--- src/rtl/rc_pkg.sv ---
// rc_pkg: types and constants shared across the rc_stream codebase.
//   rc_state_e : control FSM states (IDLE / ACCUM / HOLD)
//   MODE_WORD  : per-word result mode
//   MODE_PKT   : packet reduction mode
package rc_pkg;

    typedef enum logic [1:0] {
        IDLE  = 2'd0,
        ACCUM = 2'd1,
        HOLD  = 2'd2
    } rc_state_e;

    localparam logic MODE_WORD = 1'b0;
    localparam logic MODE_PKT  = 1'b1;

endpackage : rc_pkg

--- src/rtl/rc_bitwise.sv ---
// rc_bitwise: purely combinational lane-wise AND / OR of two operands.
//   a, b : operands (WIDTH bits)
//   z    : a & b
//   w    : a | b
module rc_bitwise #(
    parameter int WIDTH = 8
) (
    input  logic [WIDTH-1:0] a,
    input  logic [WIDTH-1:0] b,
    output logic [WIDTH-1:0] z,
    output logic [WIDTH-1:0] w
);

    assign z = a & b;
    assign w = a | b;

endmodule : rc_bitwise

--- src/rtl/rc_stream.sv ---
// rc_stream: streaming AND/OR reducer with valid/ready handshakes.
//   mode 0 : every accepted word yields one registered result (a&b, a|b, count 1).
//   mode 1 : words are folded until in_last; the reduced result is then held
//            until the consumer takes it.
//
// Ports
//   clk, rst_n             : clock, asynchronous active-low reset
//   mode                   : 0 per-word, 1 packet reduction (sampled in IDLE)
//   in_valid/in_ready      : input handshake
//   in_a, in_b, in_last    : operands and end-of-packet marker
//   out_valid/out_ready    : output handshake
//   out_z, out_w           : AND / OR result
//   out_count, out_sat     : words in the result, count-saturated flag
//
// state | meaning
// ------+------------------------------------------------------------------
// IDLE  | between packets; mode-0 words stream through here
// ACCUM | mode-1 packet in progress, accumulating words
// HOLD  | mode-1 result presented, waiting for the consumer
module rc_stream
    import rc_pkg::*;
#(
    parameter int WIDTH = 8,
    parameter int CNT_W = 8
) (
    input  logic             clk,
    input  logic             rst_n,
    input  logic             mode,
    input  logic             in_valid,
    output logic             in_ready,
    input  logic [WIDTH-1:0] in_a,
    input  logic [WIDTH-1:0] in_b,
    input  logic             in_last,
    output logic             out_valid,
    input  logic             out_ready,
    output logic [WIDTH-1:0] out_z,
    output logic [WIDTH-1:0] out_w,
    output logic [CNT_W-1:0] out_count,
    output logic             out_sat
);

    localparam logic [CNT_W-1:0] CNT_MAX = '1;
    localparam logic [CNT_W-1:0] CNT_ONE = CNT_W'(1);

    rc_state_e        state;
    rc_state_e        state_nxt;

    // Held low through reset and for the first edge after it, so in_ready
    // only rises on the first clock edge after rst_n deasserts.
    logic             rdy_en;
    logic             mode_q;

    logic [WIDTH-1:0] z_acc;
    logic [WIDTH-1:0] w_acc;
    logic [CNT_W-1:0] count;
    logic             sat;

    logic [WIDTH-1:0] bw_z;
    logic [WIDTH-1:0] bw_w;

    logic             rdy;
    logic             out_fire;
    logic             ld_word;
    logic             ld_first;
    logic             ld_next;

    logic [WIDTH-1:0] z_nxt;
    logic [WIDTH-1:0] w_nxt;
    logic [CNT_W-1:0] cnt_nxt;
    logic             sat_nxt;

    rc_bitwise #(.WIDTH(WIDTH)) u_bitwise (
        .a (in_a),
        .b (in_b),
        .z (bw_z),
        .w (bw_w)
    );

    assign in_ready = rdy;
    assign out_fire = out_valid && out_ready;

    // ---------------------------------------------------------------- FSM
    always_ff @(posedge clk or negedge rst_n) begin
        if (!rst_n) begin
            state <= IDLE;
        end else begin
            state <= state_nxt;
        end
    end

    always_comb begin
        state_nxt = state;
        rdy       = 1'b0;
        ld_word   = 1'b0;
        ld_first  = 1'b0;
        ld_next   = 1'b0;
        case (state)
            IDLE: begin
                // A pending mode-0 result blocks input unless it drains now.
                rdy = rdy_en && (!out_valid || out_ready);
                if (in_valid && rdy) begin
                    if (mode == MODE_WORD) begin
                        ld_word = 1'b1;
                    end else begin
                        ld_first  = 1'b1;
                        state_nxt = in_last ? HOLD : ACCUM;
                    end
                end
            end
            ACCUM: begin
                rdy = rdy_en;
                if (in_valid && rdy && (mode_q == MODE_PKT)) begin
                    ld_next = 1'b1;
                    if (in_last) begin
                        state_nxt = HOLD;
                    end
                end
            end
            HOLD: begin
                if (out_fire) begin
                    state_nxt = IDLE;
                end
            end
            default: begin
                state_nxt = IDLE;
            end
        endcase
    end

    // ------------------------------------------------------- accumulators
    always_comb begin
        z_nxt   = ld_first ? bw_z : (z_acc & bw_z);
        w_nxt   = ld_first ? bw_w : (w_acc | bw_w);
        cnt_nxt = CNT_ONE;
        if (!ld_first) begin
            cnt_nxt = (count == CNT_MAX) ? count : (count + CNT_ONE);
        end
        // Sticky within a packet; a new packet starts clean.
        sat_nxt = (cnt_nxt == CNT_MAX) || (sat && !ld_first);
    end

    always_ff @(posedge clk or negedge rst_n) begin
        if (!rst_n) begin
            rdy_en <= 1'b0;
            mode_q <= MODE_WORD;
            z_acc  <= '0;
            w_acc  <= '0;
            count  <= '0;
            sat    <= 1'b0;
        end else begin
            rdy_en <= 1'b1;
            if (state == IDLE && in_valid && rdy) begin
                mode_q <= mode;
            end
            if (ld_first || ld_next) begin
                z_acc <= z_nxt;
                w_acc <= w_nxt;
                count <= cnt_nxt;
                sat   <= sat_nxt;
            end
        end
    end

    // ---------------------------------------------------- output register
    always_ff @(posedge clk or negedge rst_n) begin
        if (!rst_n) begin
            out_valid <= 1'b0;
            out_z     <= '0;
            out_w     <= '0;
            out_count <= '0;
            out_sat   <= 1'b0;
        end else if (ld_word) begin
            out_valid <= 1'b1;
            out_z     <= bw_z;
            out_w     <= bw_w;
            out_count <= CNT_ONE;
            out_sat   <= 1'b0;
        end else if ((ld_first || ld_next) && in_last) begin
            // The closing word is folded straight into the result register.
            out_valid <= 1'b1;
            out_z     <= z_nxt;
            out_w     <= w_nxt;
            out_count <= cnt_nxt;
            out_sat   <= sat_nxt;
        end else if (out_fire) begin
            out_valid <= 1'b0;
        end
    end

endmodule : rc_stream

--- config.mk ---
export PLATFORM = sky130hd
export DESIGN_NAME = rc_stream
export DESIGN_NICKNAME = d
export VERILOG_FILES = /design/src/rtl/rc_pkg.sv /design/src/rtl/rc_bitwise.sv /design/src/rtl/rc_stream.sv
export SDC_FILE = /design/constraint.sdc
export NUM_CORES = 1
export LEC_CHECK = 0
export CORE_MARGIN = 5
export CORE_UTILIZATION = 35
export CTS_BUF_LIST = sky130_fd_sc_hd__clkbuf_8
export DETAILED_ROUTE_END_ITERATION = 7
export PLACE_DENSITY = 0.58
export SYNTH_ARGS = -nofsm -noshare
export SYNTH_HDL_FRONTEND = slang
export SYNTH_SLANG_ARGS = --single-unit
--- constraint.sdc ---
create_clock -name clk -period 1.8 [get_ports clk]
set_input_delay 0.27 -clock clk [delete_from_list [all_inputs] [get_ports clk]]
set_output_delay 0.27 -clock clk [all_outputs]
set_load 0.02 [all_outputs]
-- Word level (Yosys, flattened, before mapping)
Cells that the tools add are included.
- add/subtract/negate cells: 1
- equal/unequal tests: 9
- mux-type cells: 31
- bitwise logic cells: 4
- reduce and logical (&&, ||, !) cells: 18
- operators by type and width (kind ; count):
    2-to-1 mux 8 bit ; 10
    bitwise AND 8 bit ; 2
    == test 8 bit (second input constant) ; 2
    bitwise OR 8 bit ; 2
    2-to-1 mux 1 bit ; 13
    2-to-1 mux 2 bit ; 6
    != test 2 bit (second input constant) ; 5
    logical AND 1 bit ; 9
    adder 8 x 1 -> 8 bit (second input constant) ; 1
    one-hot mux 2 bit (3 select lines) ; 1
    AND reduction 5 bit ; 1
    logical OR 1 bit ; 3
    nonzero test 3 bit ; 1
    == test 2 x 1 -> 1 bit (second input constant) ; 1
    == test 2 bit (second input constant) ; 1
    zero test 1 bit ; 2
    zero test 2 bit ; 1
    one-hot mux 1 bit (2 select lines) ; 1
    nonzero test 2 bit ; 1
- bits in registers: 55
- input bits: 22
- output and inout bits: 27

-- Longest topological paths before layout
- depth after elaboration: 11
- gate-level depth with buffers: 7
- mapped depth without buffers: 6

-- By module
A second synthesis with hierarchy kept.
- cell total of the unflattened synthesis: 258
- area, all modules: 2788.9 µm²
- by module, submodules not included (module ; times used ; cells an instance ; area each (µm²)):
    rc_stream ; 1 ; 242 ; 2678.8
    rc_bitwise ; 1 ; 16 ; 110.1

-- Worst setup path before layout
No wires, ideal clock.
- kind: reg2reg
- start point: register out_valid
- end point: register out_sat
- library setup time: 0.126 ns
- arrival time: 1.832 ns
- required time: 1.674 ns
- slack: -0.158 ns
- stages on the path, launching flop included: 7
- path buffers: 1
- cell sequence: dfrtp_1 > nor2b_2 > or3_1 > buf_6 > o211a_1 > and4bb_1 > a221o_1
- cells in the longest elaborated chain, start to end: 11
- elaborated cells on any way between the ends: 18
- RTL lines (what ; RTL line ; RTL):
    start, declared ; rc_stream.sv:34 ; output logic out_valid,
    start signal, assigned ; rc_stream.sv:167 ; out_valid <= 1'b0;
    start signal, assigned ; rc_stream.sv:173 ; out_valid <= 1'b1;
    start signal, assigned ; rc_stream.sv:180 ; out_valid <= 1'b1;
    zero test 1 bit (*) ; rc_stream.sv:100 ; rdy = rdy_en && (!out_valid || out_ready);
    logical OR 1 bit (*) ; rc_stream.sv:100 ;
    logical AND 1 bit (*) ; rc_stream.sv:100 ;
    logical AND 1 bit (*) ; rc_stream.sv:101 ; if (in_valid && rdy) begin
    2-to-1 mux 1 bit ; rc_stream.sv:101 ;
    2-to-1 mux 1 bit ; rc_stream.sv:97 ; case (state)
    2-to-1 mux 8 bit or zero test 1 bit (tied branches) ; rc_stream.sv:135, rc_stream.sv:139 ;
    == test 8 bit or logical AND 1 bit (tied branches) ; rc_stream.sv:139 ; sat_nxt = (cnt_nxt == CNT_MAX) || (sat && !ld_first);
    logical OR 1 bit ; rc_stream.sv:139 ;
    2-to-1 mux 1 bit ; rc_stream.sv:178 ; end else if ((ld_first || ld_next) && in_last) begin
    2-to-1 mux 1 bit ; rc_stream.sv:172 ; end else if (ld_word) begin
    end signal, assigned ; rc_stream.sv:184 ; out_sat <= sat_nxt;
    end, declared ; rc_stream.sv:39 ; output logic out_sat
Mark *: on every way between the ends. The rest lies on a longest branch, timed or not. The select of a mux whose other input is x is not followed.
A chain may end at the register's enable or synchronous reset.

-- Final worst setup path
- start point: register state[0]
- end point: register out_sat
- cells in the longest elaborated chain, start to end: 7
- elaborated cells on any way between the ends: 15
- RTL lines (what ; RTL line ; RTL):
    start, declared ; rc_stream.sv:45 ; rc_state_e state;
    start signal, assigned ; rc_stream.sv:87 ; state <= state_nxt;
    zero test 2 bit ; rc_stream.sv:97 ;
    2-to-1 mux 1 bit ; rc_stream.sv:97 ;
    2-to-1 mux 8 bit or zero test 1 bit (tied branches) ; rc_stream.sv:135, rc_stream.sv:139 ;
    == test 8 bit or logical AND 1 bit (tied branches) ; rc_stream.sv:139 ;
    logical OR 1 bit ; rc_stream.sv:139 ;
    2-to-1 mux 1 bit ; rc_stream.sv:178 ;
    2-to-1 mux 1 bit ; rc_stream.sv:172 ;
Parallel ways exist; a longest one is shown, timed or not. The select of a mux whose other input is x is not followed.

==> results.cfg <==
[setup_path]
crit_start = state[0]$_DFFE_PN0P_
timing.critical_path.slowest_stage_cell = sky130_fd_sc_hd__dfrtp_2
worst_setup_path_start_kind = flop
crit_path_end_kind = flop
path_depth_of_the_worst_reg2reg_path = 5
timing.critical_path.arrival_ns = 1.99
crit_family = simple AND/OR/NAND/NOR gates
critical_path_peak_fanout = 5
timing_worst_setup_path_type = flop to flop
cp_required_ns = 2.01
timing.rr.end = out_sat$_DFFE_PN0P_
worst_path_largest_cell_delay_ns = 0.45
worst_r2r_startpoint = state[0]$_DFFE_PN0P_
cell_chain_critical_path = nand2b_4 > or3_4 > o211a_1 > and4bb_1 > a221o_1
cp.depth = 5
timing.critical_path.buf_inv = 0
worst_setup_path_endpoint = out_sat$_DFFE_PN0P_
worst_reg2reg_setup_slack_ns = 0.02

[drt]
drt-pass1-iter-count = 4
detail_route.drc_violations = 0
drt_iter0_drc = 82
avgViaCountPerCell = 5.016
detail-route-antenna-nets = 0
routedWlPerCell_um = 14.67
drt-total-wl_um = 6468
vias = 2212

[pwr]
ir_drop_mv = 0.2746
leakage_dissipation_uw = 0.001728
finalPower_uw = 2226
power-per-cell-area_nw_per_um2 = 602.8

[grt]
met3_global_route_usage = 0.04025
top_usage_layer_grt = met2
grt_util_met2 = 0.2397
antenna_violations_before_repair = 0
pin_count_of_the_biggest_net_entering_global_routing = 56
grt_util_all_layers = 0.1509
grt_pass1_wl_um = 10650
via_count_of_the_first_global_routing_pass = 2227
gr-usage-met1 = 0.2049
globalRouteOverflowTotal = 0

[floorplanning]
initial_utilization = 0.3571
coreArea_um2 = 7176
die_height_um = 95.57
die_w_um = 95.57
die-area_um2 = 9133
placementRows = 31
pin_count = 49

[timing]
timing_max_transition_violations_final = 0
setup_viol = 0
hold_viol = 0
grt_setup_unrepaired = yes
fmax_mhz = 561.5
final_worst_setup_slack_ns = 0.01896
finalCriticalPeriod_ns = 1.781
setup_total_neg_slack_ns = 0
fin_skew_ns = 0.008760
hold-worst-slack_ns = 0.3899
layout_worst_path_cycle_share = 0.9895

[synth]
syn-num-nets = 272
synth_seq_cells = 55
synth_enable_flop_cells = 0
synth.yosys.warnings = 0
synth_async_sr_flop_share = 1.000
syn_inst = 249
synth_area_per_cell_um2 = 10.29
synth-seq-area-share = 0.5371
synthDistinctLibCells = 48
synth_ff_type = sky130_fd_sc_hd__dfrtp_1
mappedNetlistArea_um2 = 2562

[cts]
tritoncts = built
clk-insertion-delay-late_ns = 0.32
clkSinkCount = 55
numCtsBuffers = 5
cts.path.max_buffers = 2
clock_tree.root_cell = sky130_fd_sc_hd__clkbuf_8
cts.htree.levels = 2
clk_transition_reported_paths_ns = 0.11

[cells_and_area]
area_growth_from_synthesis_to_layout_pct = 44.14
drive_above_1_share = 0.2573
mostFrequentLayoutCells = sky130_fd_sc_hd__dfrtp_1, sky130_fd_sc_hd__clkdlybuf4s50_1, sky130_fd_sc_hd__buf_4, sky130_fd_sc_hd__nor2_1, sky130_fd_sc_hd__nand2_1
nNetsFinal = 364
layout_commonest_cell = sky130_fd_sc_hd__dfrtp_1
antenna_cells_inserted = 0
num-fill-cells = 642

[placement]
io_buffer_count = 48
place_ws_ns = -0.3827
dp_hpwl_um = 4527
gp_congestion = 0.8237

[run_status]
outcome = finished clean

[hold_path]
hold_path_class = primary input to flop
min_delay_path_depth = 4

[flow_run]
cap_viol_max_count = 0
## metal layers
layer  routed length (um)  part of all wire  up-vias
li1                     -                 -     1071
met5                    0                 0        -
met1                 3091              0.48     1077
met2                 2987              0.46       53
met3                  275             0.043       11
met4                  114             0.018        0
## worst register-to-register path: stages (launching register included)
cell and delay [ns]:
sky130_fd_sc_hd__dfrtp_2 0.45, sky130_fd_sc_hd__nand2b_4 0.16, sky130_fd_sc_hd__or3_4 0.40, sky130_fd_sc_hd__o211a_1 0.15, sky130_fd_sc_hd__and4bb_1 0.20, sky130_fd_sc_hd__a221o_1 0.31
## how the worst min path moves through the flow
stage,endpoint,start,slack [ns]
2_1_floorplan,count[0]$_DFFE_PN0N_,rst_n,-0.03
5_1_grt,out_valid$_DFFE_PN0P_,out_ready,0.42
4_1_cts,out_count[4]$_DFFE_PN0P_,rst_n,0.49
6_report,out_valid$_DFFE_PN0P_,out_ready,0.39
3_5_place_dp,out_count[4]$_DFFE_PN0P_,rst_n,0.29
3_3_place_gp,out_count[4]$_DFFE_PN0P_,rst_n,0.29
## Yosys cell counts (2+ instances only)
library cell	count	share of area
sky130_fd_sc_hd__a21oi_1	14	0.027
sky130_fd_sc_hd__a22o_1	6	0.021
sky130_fd_sc_hd__a311oi_1	2	0.0068
sky130_fd_sc_hd__a31oi_1	2	0.0049
sky130_fd_sc_hd__a32o_1	3	0.012
sky130_fd_sc_hd__a41oi_1	3	0.010
sky130_fd_sc_hd__and2_1	2	0.0049
sky130_fd_sc_hd__and3_1	2	0.0049
sky130_fd_sc_hd__buf_6	3	0.013
sky130_fd_sc_hd__clkbuf_1	9	0.013
sky130_fd_sc_hd__dfrtp_1	55	0.54
sky130_fd_sc_hd__inv_1	10	0.015
sky130_fd_sc_hd__mux2_1	2	0.0088
sky130_fd_sc_hd__mux2_2	14	0.062
sky130_fd_sc_hd__nand2_1	20	0.029
sky130_fd_sc_hd__nand2b_1	3	0.0073
sky130_fd_sc_hd__nand3_1	3	0.0059
sky130_fd_sc_hd__nor2_1	40	0.059
sky130_fd_sc_hd__nor3_1	4	0.0078
sky130_fd_sc_hd__o21ai_0	13	0.025
sky130_fd_sc_hd__o22ai_1	9	0.022
sky130_fd_sc_hd__o2bb2ai_1	2	0.0068
sky130_fd_sc_hd__or3_1	2	0.0049
sky130_fd_sc_hd__xnor2_1	2	0.0068
## flip-flops by register name (all words and copies together), names as in the netlist
signal	count
z_acc	8
state	2
sat	1
w_acc	8
out_sat	1
out_w	8
out_valid	1
count	8
mode_q	1
rdy_en	1
out_count	8
out_z	8
## cells by family (layout without fill, tap and decap cells)
| family | count (synthesis) | in the layout | share of synthesized area |
|---|---|---|---|
| fa+ha+maj | 1 | 1 | 0.004882 |
| xor+xnor | 3 | 3 | 0.01026 |
| other cells | 1 | 1 | 0.001463 |
| buf+inv | 23 | 115 | 0.04395 |
| mux | 17 | 17 | 0.07422 |
| flops | 55 | 55 | 0.5371 |
| compound gates | 62 | 62 | 0.1631 |
| simple gates | 87 | 88 | 0.1650 |
## where the power goes
part | internal [uW] | switching [uW] | total [uW]
combinational | 60.4 | 57.1 | 117
sequential | 1240 | 1.90 | 1240
clock | 430 | 442 | 871
total | 1730 | 501 | 2230
## repair_timing
| item | 4_1_cts | 5_1_grt |
|---|---|---|
| resized for setup | 7 | 5 |
| hold buffers | 1 | 0 |
| pin swaps | 3 | 2 |
| buffers inserted | 3 | 5 |
| endpoints found under the setup margin | 18 | 19 |
| endpoints found under the hold margin | 55 | 0 |
| cloned | 1 | 0 |
## area by class of cell
class / instances / area (um^2) / share of cell area
timing repair buffer: 97 / 893.4 / 0.2419
tap: 99 / 123.9 / 0.03354
clock inverter: 3 / 50.05 / 0.01355
sequential: 55 / 1379 / 0.3733
inverter: 10 / 37.54 / 0.01016
clock buffer: 5 / 68.82 / 0.01863
multi-input combinational: 172 / 1141 / 0.3089
## metrics by stage
step	instance area [um^2]	instances	util
finish	3694	441	0.5147
global placement	3457	423	0.4818
detailed placement	3457	423	0.4818
CTS	3651	436	0.5088
floorplan	2586	249	-
global route	3694	441	0.5147
No activity file was read; power rests on OpenSTA's default activity.
==> RTL change (same settings) <==
Register the input `mode` before use. The logic sees it one clock later. The other inputs are not delayed to match. Comments in the files are not updated.
--- a/src/rtl/rc_stream.sv
+++ b/src/rtl/rc_stream.sv
@@ -42,6 +42,16 @@
     localparam logic [CNT_W-1:0] CNT_MAX = '1;
     localparam logic [CNT_W-1:0] CNT_ONE = CNT_W'(1);
 
+    logic mode_r;
+
+    always_ff @(posedge clk or negedge rst_n) begin
+        if (!rst_n) begin
+            mode_r <= '0;
+        end else begin
+            mode_r <= mode;
+        end
+    end
+
     rc_state_e        state;
     rc_state_e        state_nxt;
 
@@ -99,7 +109,7 @@
                 // A pending mode-0 result blocks input unless it drains now.
                 rdy = rdy_en && (!out_valid || out_ready);
                 if (in_valid && rdy) begin
-                    if (mode == MODE_WORD) begin
+                    if (mode_r == MODE_WORD) begin
                         ld_word = 1'b1;
                     end else begin
                         ld_first  = 1'b1;
@@ -150,7 +160,7 @@
         end else begin
             rdy_en <= 1'b1;
             if (state == IDLE && in_valid && rdy) begin
-                mode_q <= mode;
+                mode_q <= mode_r;
             end
             if (ld_first || ld_next) begin
                 z_acc <= z_nxt;
Behaviour: not the same (Yosys sat finds a counterexample within 4 cycles, from zero or initial values and one cycle with rst_n low).
==> RTL change against the unedited design <==
  * Non-clock buffer count shrank 16
  * Clock skew grew 0.0020 ns
  * Highest routed layer unchanged
  * Sequential cell count grew 1
  * Critical path type is now in -> out
  * Setup slack gained 0.098 ns
  * Final cell count grew 0.68%
  * Final area shrank 3.9%
  * Hold slack lost 0.044 ns
  * Synthesized area grew 2.9%
  * Routed wire length shrank 1.2%
Power is not compared: it rests on default switching activity, and its combinational part moved more than twofold at a synthesized area within 25%.
==> RTL change: results (changes against the unedited design) <==
largest net degree at the start of global routing -> 34 (-39%)
Placed Cells incl. Taps -> 435 (+2.8%)
DR vias -> 2164 (-2.2%)
Worst-path clk slew -> 0.10 ns
Post-Synthesis Cells -> 270 (+8.4%)
initial antenna violation count -> 0 (unchanged)
status -> finished clean
Synth top cells by count -> dfrtp_1, nand2_1, nor2_1, o21ai_0, a21oi_1
Yosys warning count -> 0 (unchanged)
Synth area leaders -> dfrtp_1, nand2_1, nor2_1
Longest Clk Path Bufs -> 2 (unchanged)
Worst Skew -> 0.01078 ns (+0.002022 ns)
r2r setup slk -> 0.16 ns (+0.14 ns)
Root Buffer -> clkbuf_8
Max FO, Critical Path -> 4 (-1)
wire per inst -> 14.39 um (-1.9%)
GP Congestion -> 0.8712 (+5.8%)
CP arrival -> 1.41 ns (-0.58 ns)
Switching Share -> 37.85%
share of cells above drive strength 1 -> 18.26% (-7.5 points)
total CTS buffers -> 5 (unchanged)
Layout Nets -> 367 (+0.82%)
ys flop type -> dfrtp_1
DRT Pass-1 Iters -> 4 (unchanged)
pre-CTS WS -> -0.3159 ns (+0.06679 ns)
global-route wire length before repair -> 11120 um (+4.4%)
CP Launch Point -> out_ready
final wirelength -> 6388 um (-1.2%)
leakage power -> 0.001515 uW
async set-reset flop share out of synthesis -> 100.0% (unchanged)
fmax -> 0.5941 GHz (+5.8%)
Resized Gates After CTS -> 2 (-5)
worst skew pair latency -> 0.31 ns
# diodes -> 0 (unchanged)
critical path endpoint -> in_ready
hpwl dp -> 4823 um (+6.5%)
Area after DPL -> 3422 um^2 (-1.0%)
Worst R2R Path Depth -> 5 (unchanged)
IO buf count -> 48 (unchanged)
All-Layer GR Usage -> 14.10% (-0.99 points)
H-tree levels -> 2 (unchanged)
Hold Path Class -> in -> async
Iter 0 DRT Violations -> 126 (+54%)
sequential area share after synthesis -> 53.13% (-0.58 points)
Yosys cell types -> 51 (+6.3%)
R2R Path End -> out_sat
CTS Hold Bufs -> 1 (unchanged)
post-CTS setup buffers -> 0 (-3)
syn nets -> 293 (+7.7%)
Critical R2R Launch -> count[5]
VDD IR-drop max -> 395.4 uV
RTL change: how the worst min path moves through the flow:
stage / endpoint / slack [ns] / start
floorplan: count[0] / -0.03 / rst_n
global placement: count[5] / 0.15 / rst_n
detailed placement: count[5] / 0.16 / rst_n
CTS: count[0] / 0.35 / rst_n
global route: mode_q / 0.37 / rst_n
finish: count[0] / 0.35 / rst_n
RTL change: critical path, cell delays in order:
cell and delay [ns]:
clkdlybuf4s50_1 0.47, and2b_4 0.20, a21oi_1 0.13, dlygate4sd2_1 0.34
RTL change: area by class of cell:
type | instances | area [um^2]
timing repair buffer | 81 | 749.5
clock inverter | 3 | 21.27
clock buffer | 5 | 68.82
inverter | 4 | 15.01
fill | 755 | 3744
multi-input combinational | 196 | 1167
tap | 99 | 123.9
sequential | 56 | 1403
RTL change: power groups by stage:
| stage | combinational [uW] | clock, uW | sequential [uW] |
|---|---|---|---|
| after global placement | 2030 | 0 | 2020 |
| after floorplan | 899 | 0 | 2230 |
| final | 2040 | 700 | 2010 |
| after detailed placement | 2050 | 0 | 2040 |
| after CTS | 2050 | 738 | 2020 |
| after global routing | 2270 | 787 | 2080 |
RTL change: layer usage:
metal | global-route usage (%) | part of all wire (%) | up-vias
met2 | 22.24 | 45 | 44
met4 | 3.672 | 1.4 | 0
li1 | - | - | 1086
met3 | 2.950 | 3.4 | 6
met1 | 19.68 | 50 | 1028
met5 | 0 | 0 | -
RTL change: cells by family after synthesis:
| family | after synthesis | synth area share (%) |
|---|---|---|
| AO/OA/AOI/OAI | 79 | 20.07 |
| XOR/XNOR | 6 | 1.992 |
| buffers and inverters | 18 | 3.605 |
| other | 1 | 0.1422 |
| AND/OR/NAND/NOR | 107 | 19.64 |
| multiplexers | 2 | 0.9486 |
| adder cells (fa/ha/maj) | 1 | 0.4743 |
| flip-flops | 56 | 53.13 |
